`src/rtl/traffic_monitor_if.sv`:
```
// Observation bus between the light controller outputs and the traffic monitor.
// master drives the sampled heads and clear; slave is the monitor reporting status.
interface traffic_monitor_if #(
    parameter int CNT_W = 8
);
    logic             clr;
    logic [3:0]       car_traffic;
    logic [1:0]       walk_traffic;
    logic [2:0]       phase;
    logic             locked;
    logic             cycle_done;
    logic [CNT_W-1:0] period;
    logic [3:0]       err;

    modport master (
        output clr, car_traffic, walk_traffic,
        input  phase, locked, cycle_done, period, err
    );

    modport slave (
        input  clr, car_traffic, walk_traffic,
        output phase, locked, cycle_done, period, err
    );
endinterface

```
`src/rtl/traffic_monitor.sv`:
```
// Passive checker of the traffic-light heads: decodes car phase, times each run and the period, keeps sticky errors.
// One clock latency, every output registered; purely observing, it never stalls or backpressures the controller.
module traffic_monitor #(
    parameter int T_GREEN  = 20,
    parameter int T_YELLOW = 2,
    parameter int T_LEFT   = 10,
    parameter int T_RED    = 34,
    parameter int CNT_W    = 8
) (
    input  logic             clk,
    input  logic             start,
    traffic_monitor_if.slave bus
);

    typedef enum logic [2:0] {
        PH_UNK   = 3'd0,
        PH_GREEN = 3'd1,
        PH_Y1    = 3'd2,
        PH_LEFT  = 3'd3,
        PH_Y2    = 3'd4,
        PH_RED   = 3'd5
    } phase_e;

    localparam logic [3:0] CAR_RED   = 4'b1000;
    localparam logic [3:0] CAR_YEL   = 4'b0100;
    localparam logic [3:0] CAR_LEFT  = 4'b0010;
    localparam logic [3:0] CAR_GREEN = 4'b0001;

    localparam logic [1:0] WALK_RED   = 2'b10;
    localparam logic [1:0] WALK_GREEN = 2'b01;
    localparam logic [1:0] WALK_OFF   = 2'b00;
    localparam logic [1:0] WALK_BAD   = 2'b11;

    localparam logic [CNT_W-1:0] CNT_MAX    = '1;
    localparam logic [CNT_W-1:0] CNT_ONE    = CNT_W'(1);
    localparam logic [CNT_W-1:0] RUN_GREEN  = CNT_W'(T_GREEN);
    localparam logic [CNT_W-1:0] RUN_YELLOW = CNT_W'(T_YELLOW);
    localparam logic [CNT_W-1:0] RUN_LEFT   = CNT_W'(T_LEFT);
    localparam logic [CNT_W-1:0] RUN_RED    = CNT_W'(T_RED);

    phase_e           phase_q,      phase_d;
    logic [3:0]       car_q;
    logic [1:0]       walk_q;
    logic [CNT_W-1:0] run_len_q,    run_len_d;
    logic             run_valid_q,  run_valid_d;
    logic [CNT_W-1:0] per_cnt_q,    per_cnt_d;
    logic             per_valid_q,  per_valid_d;
    logic [CNT_W-1:0] period_q,     period_d;
    logic             locked_q,     locked_d;
    logic             cycle_done_q, cycle_done_d;
    logic [3:0]       err_q,        err_d;

    logic [3:0]       err_set;
    logic             lock_set;
    logic             green_entry;
    logic             code_ok;
    logic             enc_bad;
    logic             hold;
    logic             enter_red;
    logic             walk_go;
    phase_e           code_phase;
    phase_e           succ_phase;
    logic [3:0]       want_code;
    logic [CNT_W-1:0] run_req;

    function automatic logic [CNT_W-1:0] sat_inc(input logic [CNT_W-1:0] v);
        return (v == CNT_MAX) ? v : v + CNT_ONE;
    endfunction

    assign code_ok   = (bus.car_traffic == CAR_RED)  || (bus.car_traffic == CAR_YEL) ||
                       (bus.car_traffic == CAR_LEFT) || (bus.car_traffic == CAR_GREEN);
    assign enc_bad   = !code_ok || (bus.walk_traffic == WALK_BAD);
    assign hold      = (bus.car_traffic == car_q);
    assign enter_red = (bus.car_traffic == CAR_RED) && (car_q != CAR_RED);
    assign walk_go   = (walk_q == WALK_RED) && (bus.walk_traffic == WALK_GREEN);

    // Phase a raw code lands in when no sequence context applies; YELLOW is ambiguous.
    always_comb begin
        code_phase = PH_UNK;
        case (bus.car_traffic)
            CAR_GREEN: code_phase = PH_GREEN;
            CAR_LEFT:  code_phase = PH_LEFT;
            CAR_RED:   code_phase = PH_RED;
            default:   code_phase = PH_UNK;
        endcase
    end

    always_comb begin
        want_code  = CAR_GREEN;
        succ_phase = PH_UNK;
        run_req    = '0;
        case (phase_q)
            PH_GREEN: begin want_code = CAR_YEL;   succ_phase = PH_Y1;    run_req = RUN_GREEN;  end
            PH_Y1:    begin want_code = CAR_LEFT;  succ_phase = PH_LEFT;  run_req = RUN_YELLOW; end
            PH_LEFT:  begin want_code = CAR_YEL;   succ_phase = PH_Y2;    run_req = RUN_LEFT;   end
            PH_Y2:    begin want_code = CAR_RED;   succ_phase = PH_RED;   run_req = RUN_YELLOW; end
            PH_RED:   begin want_code = CAR_GREEN; succ_phase = PH_GREEN; run_req = RUN_RED;    end
            default:  ;
        endcase
    end

    always_comb begin
        phase_d      = phase_q;
        run_len_d    = hold ? sat_inc(run_len_q) : CNT_ONE;
        run_valid_d  = run_valid_q;
        per_valid_d  = per_valid_q;
        period_d     = period_q;
        cycle_done_d = 1'b0;
        err_set      = '0;
        lock_set     = 1'b0;
        green_entry  = 1'b0;

        if (enc_bad) begin
            err_set[0]  = 1'b1;
            phase_d     = PH_UNK;
            run_valid_d = 1'b0;
            per_valid_d = 1'b0;
        end else if (!hold) begin
            if (phase_q == PH_UNK) begin
                phase_d     = code_phase;
                run_valid_d = 1'b0;
            end else if (bus.car_traffic != want_code) begin
                err_set[2]  = 1'b1;
                phase_d     = code_phase;
                run_valid_d = 1'b0;
            end else begin
                phase_d     = succ_phase;
                run_valid_d = 1'b1;
                lock_set    = 1'b1;
                // Only a run entered through a legal step has a trustworthy length.
                if (run_valid_q && (run_len_q != run_req)) begin
                    err_set[3] = 1'b1;
                end
                if (phase_q == PH_RED) begin
                    green_entry  = 1'b1;
                    cycle_done_d = 1'b1;
                    per_valid_d  = 1'b1;
                    if (per_valid_q) begin
                        period_d = sat_inc(per_cnt_q);
                    end
                end
            end
        end

        per_cnt_d = green_entry ? '0 : sat_inc(per_cnt_q);

        if (((bus.walk_traffic == WALK_GREEN) || (bus.walk_traffic == WALK_OFF)) &&
            (bus.car_traffic != CAR_RED)) begin
            err_set[1] = 1'b1;
        end
        if (walk_go && !enter_red) begin
            err_set[2] = 1'b1;
        end

        // Clear wins over anything detected on the same edge; a fresh error beats a lock.
        if (bus.clr) begin
            err_d    = '0;
            locked_d = 1'b0;
        end else begin
            err_d    = err_q | err_set;
            locked_d = (|err_set) ? 1'b0 : (lock_set ? 1'b1 : locked_q);
        end
    end

    always_ff @(posedge clk or negedge start) begin
        if (!start) begin
            phase_q      <= PH_UNK;
            car_q        <= '0;
            walk_q       <= WALK_RED;
            run_len_q    <= '0;
            run_valid_q  <= 1'b0;
            per_cnt_q    <= '0;
            per_valid_q  <= 1'b0;
            period_q     <= '0;
            locked_q     <= 1'b0;
            cycle_done_q <= 1'b0;
            err_q        <= '0;
        end else begin
            phase_q      <= phase_d;
            car_q        <= bus.car_traffic;
            walk_q       <= bus.walk_traffic;
            run_len_q    <= run_len_d;
            run_valid_q  <= run_valid_d;
            per_cnt_q    <= per_cnt_d;
            per_valid_q  <= per_valid_d;
            period_q     <= period_d;
            locked_q     <= locked_d;
            cycle_done_q <= cycle_done_d;
            err_q        <= err_d;
        end
    end

    assign bus.phase      = phase_q;
    assign bus.locked     = locked_q;
    assign bus.cycle_done = cycle_done_q;
    assign bus.period     = period_q;
    assign bus.err        = err_q;

endmodule
```
`src/flat_wrapper.sv`:
```
// flat-port wrapper written by rule: the top's interface ports become plain ports
module traffic_monitor_flat 
#(
    parameter int T_GREEN  = 20,
    parameter int T_YELLOW = 2,
    parameter int T_LEFT   = 10,
    parameter int T_RED    = 34,
    parameter int CNT_W    = 8
)
  (clk, start, bus_clr, bus_car_traffic, bus_walk_traffic, bus_phase, bus_locked, bus_cycle_done, bus_period, bus_err);
  traffic_monitor_if #(.CNT_W(CNT_W)) bus_i ();
  input  logic clk;
  input  logic start;
  input wire logic [$bits(bus_i.clr)-1:0] bus_clr;
  input wire logic [$bits(bus_i.car_traffic)-1:0] bus_car_traffic;
  input wire logic [$bits(bus_i.walk_traffic)-1:0] bus_walk_traffic;
  output wire logic [$bits(bus_i.phase)-1:0] bus_phase;
  output wire logic [$bits(bus_i.locked)-1:0] bus_locked;
  output wire logic [$bits(bus_i.cycle_done)-1:0] bus_cycle_done;
  output wire logic [$bits(bus_i.period)-1:0] bus_period;
  output wire logic [$bits(bus_i.err)-1:0] bus_err;
  assign bus_i.clr = bus_clr;
  assign bus_i.car_traffic = bus_car_traffic;
  assign bus_i.walk_traffic = bus_walk_traffic;
  assign bus_phase = bus_i.phase;
  assign bus_locked = bus_i.locked;
  assign bus_cycle_done = bus_i.cycle_done;
  assign bus_period = bus_i.period;
  assign bus_err = bus_i.err;
  traffic_monitor #(.T_GREEN(T_GREEN), .T_YELLOW(T_YELLOW), .T_LEFT(T_LEFT), .T_RED(T_RED), .CNT_W(CNT_W)) u_core (.clk(clk), .start(start), .bus(bus_i));
endmodule
```
`config.mk`:
```
export PLATFORM = sky130hd
export DESIGN_NAME = traffic_monitor_flat
export DESIGN_NICKNAME = d
export VERILOG_FILES = /design/src/rtl/traffic_monitor_if.sv /design/src/rtl/traffic_monitor.sv /design/src/flat_wrapper.sv
export SDC_FILE = /design/constraint.sdc
export NUM_CORES = 1
export LEC_CHECK = 0
export BUFFER_PORTS_ARGS = -buffer_cell sky130_fd_sc_hd__buf_2
export CORE_MARGIN = 8
export CORE_UTILIZATION = 26
export DETAILED_ROUTE_END_ITERATION = 16
export GPL_TIMING_DRIVEN = 0
export HOLD_SLACK_MARGIN = 0.05
export PLACE_DENSITY = 0.39
export SYNTH_ARGS = -nofsm -noshare
export SYNTH_HDL_FRONTEND = slang
export SYNTH_SLANG_ARGS = --single-unit
```
`constraint.sdc`:
```
create_clock -name clk -period 4.2 [get_ports clk]
set_input_delay 0.21 -clock clk [delete_from_list [all_inputs] [get_ports clk]]
set_output_delay 0.21 -clock clk [all_outputs]
set_load 0.03 [all_outputs]
```
==> results.cfg, run 1 <==
[outcome]
outcome = completed

[flow_run]
maxCapViolCount = 0

[pwr]
p_sw_frac = 0.323
switchingPower_w = 0.000312
pwr_density_cell_nw_per_um2 = 381
vdd.ir_drop.worst_mv = 0.166
leakage_nw = 1.12
internal-power_w = 0.000654
p_clk_frac = 0.294
seq_power_share = 0.495
combPwrFrac = 0.211
power.total_w = 0.000966

[place]
dpl.hpwl_mm = 3.79
placed_cells = 358
placed_area_um2 = 2390
place.port_buffers = 25
routabilityCongestion = 0.774

[sta]
finalSetupViolCount = 0
worst_pin_slew_ns = 0.918
fin_tns_setup_ns = 0
fin_crit_sh = 0.631
timing.fmax_mhz = 378
maxSlewHeadroom = 0.388
hold_viol = 0
clock_skew_ns = 0.00599
slew_violations = 0
period_needed_ns = 2.65
rsz0062_at_grt = false

[routing]
antenna_left = 0
vias_per_cell = 4.64
finalWirelength_mm = 5.23
wl_per_cell_um = 14.1
firstDrtPassIters = 4
vias = 1720
drt-initial-drc-count = 100
drc = 0

[grt]
grt_overflow_total = 0
grt_pass1_wl_mm = 8.96
grt_pass1_vias = 1809
grt_usage = 0.0975
grt_max_degree = 42
antenna_found_initial = 0

[synthesis]
synth-seq-cells = 41
avgSynthCellArea_um2 = 9.34
syn_nets = 239
synthCells = 228
synth_edf_count = 0
yosysTopAreaCell = dfrtp_1
synthDistinctLibCells = 51
syn_area_um2 = 2130
synth.area.top_cells = dfrtp_1, nor2_1, nand2_1
ys_seq_area_frac = 0.482
async_reset_ff_frac = 1.00
synth_common_cells = dfrtp_1, nor2_1, nand2_1
yosysTopAreaCellShare = 0.470
synth.most_common_cell = dfrtp_1
synth_ff_type = dfrtp_1
synth_warnings = 0

[cells_and_area]
finalInstanceArea_um2 = 2530
n_antenna_cell = 0
nNetsFinal = 276
syn_to_final_growth_pct = 18.9
drive_gt1_frac = 0.162
fill_cells = 895
layout.cells.non_filler = 371

[cts]
cts.sinks = 41
cts_buffers = 5
htreeDepth = 2
cts_buffer_depth = 2
root_buffer = clkbuf_8
clk_latency_ns = 0.30
clk_pin_slew_ns = 0.08
cts_tree = built

[critical_path]
cp-start-kind = input pin
path_max_fanout = 10
critPathMaxStageDelay_ns = 0.53
worstPathRequired_ns = 4.37
reg2reg_slack_ns = 1.73
path_cells = dlygate4sd3_1 > buf_2 > buf_2 > nor4b_1 > a311oi_1 > nor4_1 > nand2_1 > clkbuf_1 > nand2_1 > o21ai_1
cp.arrival_ns = 2.82
criticalPathCategory = input pin to register
slowest_stage = dlygate4sd3_1
crit_path_end_kind = register

[floorplanning]
die_area_um2 = 11300
core_um2 = 8090
start_util = 0.263
die_h_um = 107
die_x_um = 107
rows = 33
io_pins = 26

[hold_path]
hold_path.class = input pin to asynchronous set/reset pin
[path summary, 6_finish.rpt]
check | from | to | cells after the start
setup / recovery | bus_car_traffic[0] | u_core.bus.period[7] | 10
hold / removal | start | u_core.bus.err[1] | 1
setup reg to reg | u_core.bus.phase[1] | u_core.bus.period[7] | 8
hold reg to reg | u_core.bus.period[6] | u_core.bus.period[6] | 2
max in group asynchronous | start | u_core.bus.period[3] | 1
min in group clk | bus_walk_traffic[0] | u_core.walk_q[0] | 1
[flip-flops by register name, indices dropped and copies added, names as in the netlist]
register / count
u_core.walk_q: 2
u_core.per_cnt_q: 8
u_core.car_q: 4
u_core.run_valid_q: 1
u_core.bus.locked: 1
u_core.bus.err: 4
u_core.per_valid_q: 1
u_core.run_len_q: 8
u_core.bus.phase: 3
u_core.bus.cycle_done: 1
u_core.bus.period: 8
[metal layers]
| layer | vias up | global-route usage | part of all wire |
|---|---|---|---|
| met4 | 0 | 0.0302 | 0.010 |
| met5 | - | 0 | 0 |
| li1 | 877 | - | - |
| met3 | 4 | 0.0206 | 0.020 |
| met1 | 821 | 0.131 | 0.50 |
| met2 | 18 | 0.153 | 0.47 |
[cell type report]
| class | instances | area [µm²] | share of cell area |
|---|---|---|---|
| well taps | 105 | 131 | 0.0519 |
| clock inverters | 2 | 13.8 | 0.00543 |
| repair buffers | 30 | 175 | 0.0692 |
| clock buffers | 6 | 82.6 | 0.0326 |
| inverters | 5 | 18.8 | 0.00741 |
| flip-flops and latches | 41 | 1030 | 0.406 |
| multi-input cells | 172 | 1030 | 0.408 |
| plain buffers | 10 | 51.3 | 0.0203 |
[critical path: cells and delay by family]
kind            cells  cell delay (ns)
simple gates        4             1.25
buf+inv             4             1.14
compound gates      2             0.22
[power groups by stage]
stage	Sequential [W]	Combinational [W]	Clock, W
global placement	0.000486	0.000204	0
global route	0.000486	0.000238	0.000304
detailed placement	0.000486	0.000206	0
finish	0.000478	0.000204	0.000284
floorplan	0.000483	0.000147	0
CTS	0.000479	0.000209	0.000292
[layout by cell type, fill, tap and decap left out, types with 2 or more instances in the layout]
| cell | synthesis | routed |
|---|---|---|
| o21ai_1 | 9 | 9 |
| clkbuf_1 | 3 | 3 |
| dfrtp_1 | 40 | 40 |
| and3_1 | 5 | 5 |
| nor2b_1 | 2 | 2 |
| xnor2_1 | 7 | 7 |
| nand2_1 | 27 | 27 |
| nor4b_1 | 2 | 2 |
| mux2i_1 | 4 | 4 |
| dlygate4sd3_1 | 0 | 5 |
| nor2_1 | 31 | 31 |
| inv_1 | 5 | 5 |
| nand4_1 | 4 | 4 |
| o21ai_0 | 8 | 8 |
| ha_1 | 2 | 2 |
| nand3_1 | 14 | 14 |
| buf_2 | 5 | 30 |
| xor2_1 | 6 | 6 |
| nor3b_1 | 3 | 3 |
| or3_1 | 4 | 4 |
| a21oi_1 | 8 | 8 |
| nand2b_1 | 5 | 5 |
| clkbuf_8 | 0 | 6 |
| nor3_1 | 3 | 3 |
| o211ai_1 | 2 | 2 |
| o31ai_1 | 2 | 2 |
[through the flow]
stage | worst slack [ns] | hold WS, ns | utilization
global placement | 1.67 | 0.330 | 0.295
detailed placement | 1.68 | 0.332 | 0.295
floorplan | 1.94 | -0.0856 | -
finish | 1.55 | 0.0405 | 0.313
CTS | 1.46 | 0.0654 | 0.313
global route | 1.19 | 0.0688 | 0.313
[kinds of logic (layout without fill, tap and decap cells)]
family / count (synthesis) / count (layout) / synth area share
XOR/XNOR: 14 / 14 / 0.0640
AO/OA/AOI/OAI: 46 / 46 / 0.147
buffers and inverters: 15 / 53 / 0.0329
multiplexers: 4 / 4 / 0.0188
adder cells (fa/ha/maj): 2 / 2 / 0.0117
AND/OR/NAND/NOR: 106 / 106 / 0.243
flip-flops: 41 / 41 / 0.482
[what timing repair did]
action / 4_1_cts / 5_1_grt
hold buffers: 5 / 0
setup buffers: 0 / 0
resized for setup: 0 / 0
endpoints found under the hold margin: 5 / 0
No activity file was read; power rests on OpenSTA's default activity.
==> run 2, diff against run 1 <==
- clock period: 4.2 -> 2.5 ns (I/O delays scaled with it)
==> run 2 against run 1 <==
  * Sequential power is 68% higher
  * Worst setup slack lost 1.4 ns
  * Power is 69% higher
  * Wire length is 0.34% higher
  * Global-route usage is essentially flat
  * Utilization up 0.62 points
  * First-iteration DRC count grew 25%
  * Die area unchanged
  * Flip-flop and latch count stayed put
  * Sequential share of layout area down 0.79 points
  * Combinational power up 71%
  * Largest cell class unchanged
  * Final cell count up 1.1%
==> results.cfg, run 2 (same netlist as run 1, synthesis figures left out) <==
[place]
dpl.hpwl_mm = 3.79
placed_area_um2 = 2390
placed_cells = 358
place.port_buffers = 25
routabilityCongestion = 0.774

[sta]
fin_tns_setup_ns = 0
timing.fmax_mhz = 426
rsz0062_at_grt = false
period_needed_ns = 2.35
worst_pin_slew_ns = 0.917
fin_crit_sh = 0.940
maxSlewHeadroom = 0.389
hold_viol = 0
clock_skew_ns = 0.00263
slew_violations = 0
finalSetupViolCount = 0

[grt]
grt_usage = 0.0976
antenna_found_initial = 0
grt_pass1_wl_mm = 8.96
grt_pass1_vias = 1818
grt_overflow_total = 0
grt_max_degree = 42

[routing]
top_layer = met4
drt-met1-wl_mm = 2.65
wl_met3_um = 114
firstDrtPassIters = 4
drt-initial-drc-count = 125
vias = 1742
drc = 0
finalWirelength_mm = 5.25
vias_per_cell = 4.65
antenna_left = 0
met2_length_mm = 2.41
wl_per_cell_um = 14.0

[hold_path]
whs_path_depth = 2
min_to = u_core.car_q[1]
hp-start = bus_car_traffic[1]
hold_path.class = input pin to register

[cells_and_area]
finalInstanceArea_um2 = 2580
final_common_cell = dfrtp_1
final_cell_mix = dfrtp_1, buf_2, nor2_1, nand2_1, nand3_1
drive_gt1_frac = 0.181
nNetsFinal = 280
n_antenna_cell = 0
fill_cells = 887
layout.cells.non_filler = 375
syn_to_final_growth_pct = 21.3

[cts]
clk_latency_ns = 0.30
root_buffer = clkbuf_8
cts.sinks = 41
cts_buffer_depth = 2
cts_tree = built
clk_pin_slew_ns = 0.08
htreeDepth = 2
cts_buffers = 5

[critical_path]
cp.arrival_ns = 2.54
path_max_fanout = 6
crit_path_end_kind = register
path_delay_family = compound AO/OA/AOI/OAI gates
reg2reg_slack_ns = 0.15
critPathMaxStageDelay_ns = 0.45
cp-start-kind = register
reg2regPathDepth = 6
rr_endpoint = u_core.bus.locked
r2r_start = u_core.bus.phase[0]
crit_buf_inv = 0
worstPathRequired_ns = 2.69
path_cells = nor3b_1 > or3_1 > a221o_1 > o21ai_1 > or3b_1 > a2111oi_2
slowest_stage = dfrtp_1
criticalPathCategory = register to register

[floorplanning]
start_util = 0.263
rows = 33
die_x_um = 107
die_area_um2 = 11300
io_pins = 26
core_um2 = 8090
die_h_um = 107

[flow_run]
maxCapViolCount = 0

[pwr]
vdd.ir_drop.worst_mv = 0.281
leakage_nw = 1.15
pwr_density_cell_nw_per_um2 = 631

[outcome]
outcome = completed
==> run 2: cell types whose count changed in the layout (fill, tap and decap cells not counted) <==
cell,delta
nor2_2,+1
nor2_1,-1
buf_1,-1
dlygate4sd3_1,+3
buf_4,+1
nor4_1,-1
nor4_2,+1
clkbuf_2,+3
clkbuf_1,-2
==> run 2: repair_timing <==
item,CTS,global route
pin swaps,1,0
buffers inserted,1,0
hold buffers,8,0
hold endpoints to repair,47,0
cloned,0,0
gates resized for setup,0,7
endpoints found under the setup margin,2,19
==> run 2: cell type report <==
type	count	area [µm²]	share of cell area
repair buffers	34	213	0.0824
well taps	105	131	0.0509
clock buffers	6	82.6	0.0320
clock inverters	2	13.8	0.00533
multi-input cells	172	1040	0.403
plain buffers	10	55.1	0.0213
flip-flops and latches	41	1030	0.398
inverters	5	18.8	0.00727
==> run 2: layer usage <==
metal	track usage	up-vias
met4	0.0302	0
met2	0.153	20
met3	0.0206	6
met5	0	-
li1	-	888
met1	0.131	828
==> run 2: how the worst max path moves through the flow <==
stage | from | end | slack (ns) | cells past startpoint
finish | u_core.bus.phase[0] | u_core.bus.locked | 0.15 | 6
global route | bus_car_traffic[0] | u_core.bus.err[3] | 0.009 | 9
CTS | bus_car_traffic[0] | u_core.bus.period[6] | 0.04 | 10
detailed placement | u_core.bus.phase[1] | u_core.bus.period[6] | -0.02 | 8
global placement | u_core.bus.phase[1] | u_core.bus.period[7] | -0.03 | 8
floorplan | u_core.bus.phase[0] | u_core.bus.locked | 0.24 | 6
==> run 2: report_power, final <==
group,internal (W),switching (W),leakage [nW]
Sequential,0.000738,0.0000654,0.525
Combinational,0.000139,0.000209,0.570
Clock,0.000224,0.000253,0.0512
==> run 2: worst register-to-register path, delay by kind of cell (launching register included) <==
family | cells | cell delay (ns)
DFF | 1 | 0.45
AOI/OAI and AO/OA | 3 | 0.92
and+or+nand+nor | 3 | 0.88
==> run 2: through the flow <==
| stage | hold WS (ns) | worst slack, ns | util | power, W |
|---|---|---|---|---|
| final | 0.472 | 0.150 | 0.319 | 0.00163 |
| after global routing | 0.495 | 0.00860 | 0.319 | 0.00173 |
| after detailed placement | 0.247 | -0.0244 | 0.295 | 0.00116 |
| after global placement | 0.245 | -0.0309 | 0.295 | 0.00116 |
| after floorplan | -0.171 | 0.243 | - | 0.00106 |
| after CTS | 0.467 | 0.0383 | 0.318 | 0.00165 |
==> run 3, diff against run 2 <==
- CAP_MARGIN: default -> 20
- MAX_ROUTING_LAYER: default -> met4
- TNS_END_PERCENT: default -> 10
==> run 3 against run 2 <==
  * Clock skew rose by 0.0020 ns
  * Power fell by 0.12%
  * Worst hold slack barely moved
  * Utilization barely moved
==> results.cfg, run 3 (same netlist as run 1, synthesis figures left out) <==
[outcome]
outcome = completed

[routing]
vias = 1734
drt-initial-drc-count = 107
firstDrtPassIters = 4
finalWirelength_mm = 5.24
vias_per_cell = 4.62
drc = 0
antenna_left = 0
wl_per_cell_um = 14.0

[cells_and_area]
n_antenna_cell = 0
syn_to_final_growth_pct = 21.1
drive_gt1_frac = 0.174
fill_cells = 888
final_cell_mix = dfrtp_1, nor2_1, buf_2, nand2_1, nand3_1
nNetsFinal = 280
final_common_cell = dfrtp_1

[sta]
maxSlewHeadroom = 0.389
worst_pin_slew_ns = 0.917
rsz0062_at_grt = true
slew_violations = 0
timing.fmax_mhz = 423
fin_crit_sh = 0.945
fin_ws_ns = 0.138
hold_viol = 0
clock_skew_ns = 0.00462
finalSetupViolCount = 0
period_needed_ns = 2.36

[critical_path]
slowest_stage = or3b_1
criticalPathCategory = register to register
worstPathRequired_ns = 2.70
reg2reg_slack_ns = 0.14
critPathMaxStageDelay_ns = 0.44
r2r_start = u_core.bus.phase[1]
crit_path_start = u_core.bus.phase[1]
reg2regPathDepth = 7
path_cells = buf_6 > nor2_1 > a32oi_1 > a211oi_2 > o21bai_1 > or3b_1 > a2111oi_2
cp.arrival_ns = 2.56
crit_path_end_kind = register
path_max_fanout = 10
cp-start-kind = register
rr_endpoint = u_core.bus.locked

[cts]
cts_buffer_depth = 2
htreeDepth = 2
clk_pin_slew_ns = 0.08
cts_buffers = 5
clk_latency_ns = 0.30
cts.sinks = 41
cts_tree = built
root_buffer = clkbuf_8

[grt]
antenna_found_initial = 0
grt_overflow_total = 0
grt_max_degree = 42
grt_pass1_vias = 1817
grt_usage = 0.100
grt_pass1_wl_mm = 8.97

[pwr]
vdd.ir_drop.worst_mv = 0.279
leakage_nw = 1.14
pwr_density_cell_nw_per_um2 = 631
power.total_w = 0.00163

[hold_path]
whs_path_depth = 2
hold_path.class = input pin to register
hp-start = bus_car_traffic[1]
min_to = u_core.car_q[1]

[floorplanning]
die_x_um = 107
rows = 33
core_um2 = 8090
die_area_um2 = 11300
io_pins = 26
start_util = 0.263
die_h_um = 107

[place]
place.port_buffers = 25
routabilityCongestion = 0.785
pre_cts_slack_ns = -0.0244
dpl.hpwl_mm = 3.79

[flow_run]
maxCapViolCount = 0
[run 3: area by class of cell]
class	count	area [µm²]	area share
Tap cell	105	131	0.0509
Timing Repair Buffer	34	213	0.0825
Sequential cell	41	1030	0.398
Clock buffer	6	82.6	0.0320
Multi-Input combinational cell	172	1040	0.403
Buffer	10	53.8	0.0209
Clock inverter	2	13.8	0.00534
Inverter	5	18.8	0.00728
[run 3: per-stage QoR]
stage          utilization  setup TNS (ns)  area (µm²)  hold WS, ns  std cells
2_1_floorplan            -               0        2130       -0.171        228
3_3_place_gp         0.295         -0.0619        2390        0.245        358
3_5_place_dp         0.295         -0.0471        2390        0.247        358
4_1_cts              0.318               0        2570        0.467        375
5_1_grt              0.319         -0.0464        2580        0.495        375
6_report             0.319               0        2580        0.472        375
[run 3: timing repair]
item,CTS,global route
endpoints found under the setup margin,2,19
gates resized for setup,0,4
pin swaps,1,0
hold endpoints to repair,47,0
buffers inserted,1,0
hold buffers,8,0
[run 3: how the worst max path moves through the flow]
| stage | end |
|---|---|
| 3_5_place_dp | u_core.bus.period[6] |
| 4_1_cts | u_core.bus.period[6] |
| 5_1_grt | u_core.per_cnt_q[0] |
| 2_1_floorplan | u_core.bus.locked |
| 3_3_place_gp | u_core.bus.period[7] |
| 6_report | u_core.bus.locked |
[run 3: critical path: cells and delay by family, from the launching register on]
kind	cells	cell delay, ns
buf+inv	1	0.16
compound gates	4	0.93
flops	1	0.43
simple gates	2	0.74
[run 3: routing by layer]
metal,vias up,GRT usage,wire length (µm)
met1,826,0.131,2630
met3,6,0.0206,104
met2,14,0.153,2440
li1,888,-,-
met5,-,-,0
met4,0,0.0302,69
[run 3: where the power goes]
group	internal [W]	switching (W)
logic	0.000139	0.000208
registers	0.000738	0.0000648
clock network	0.000224	0.000253
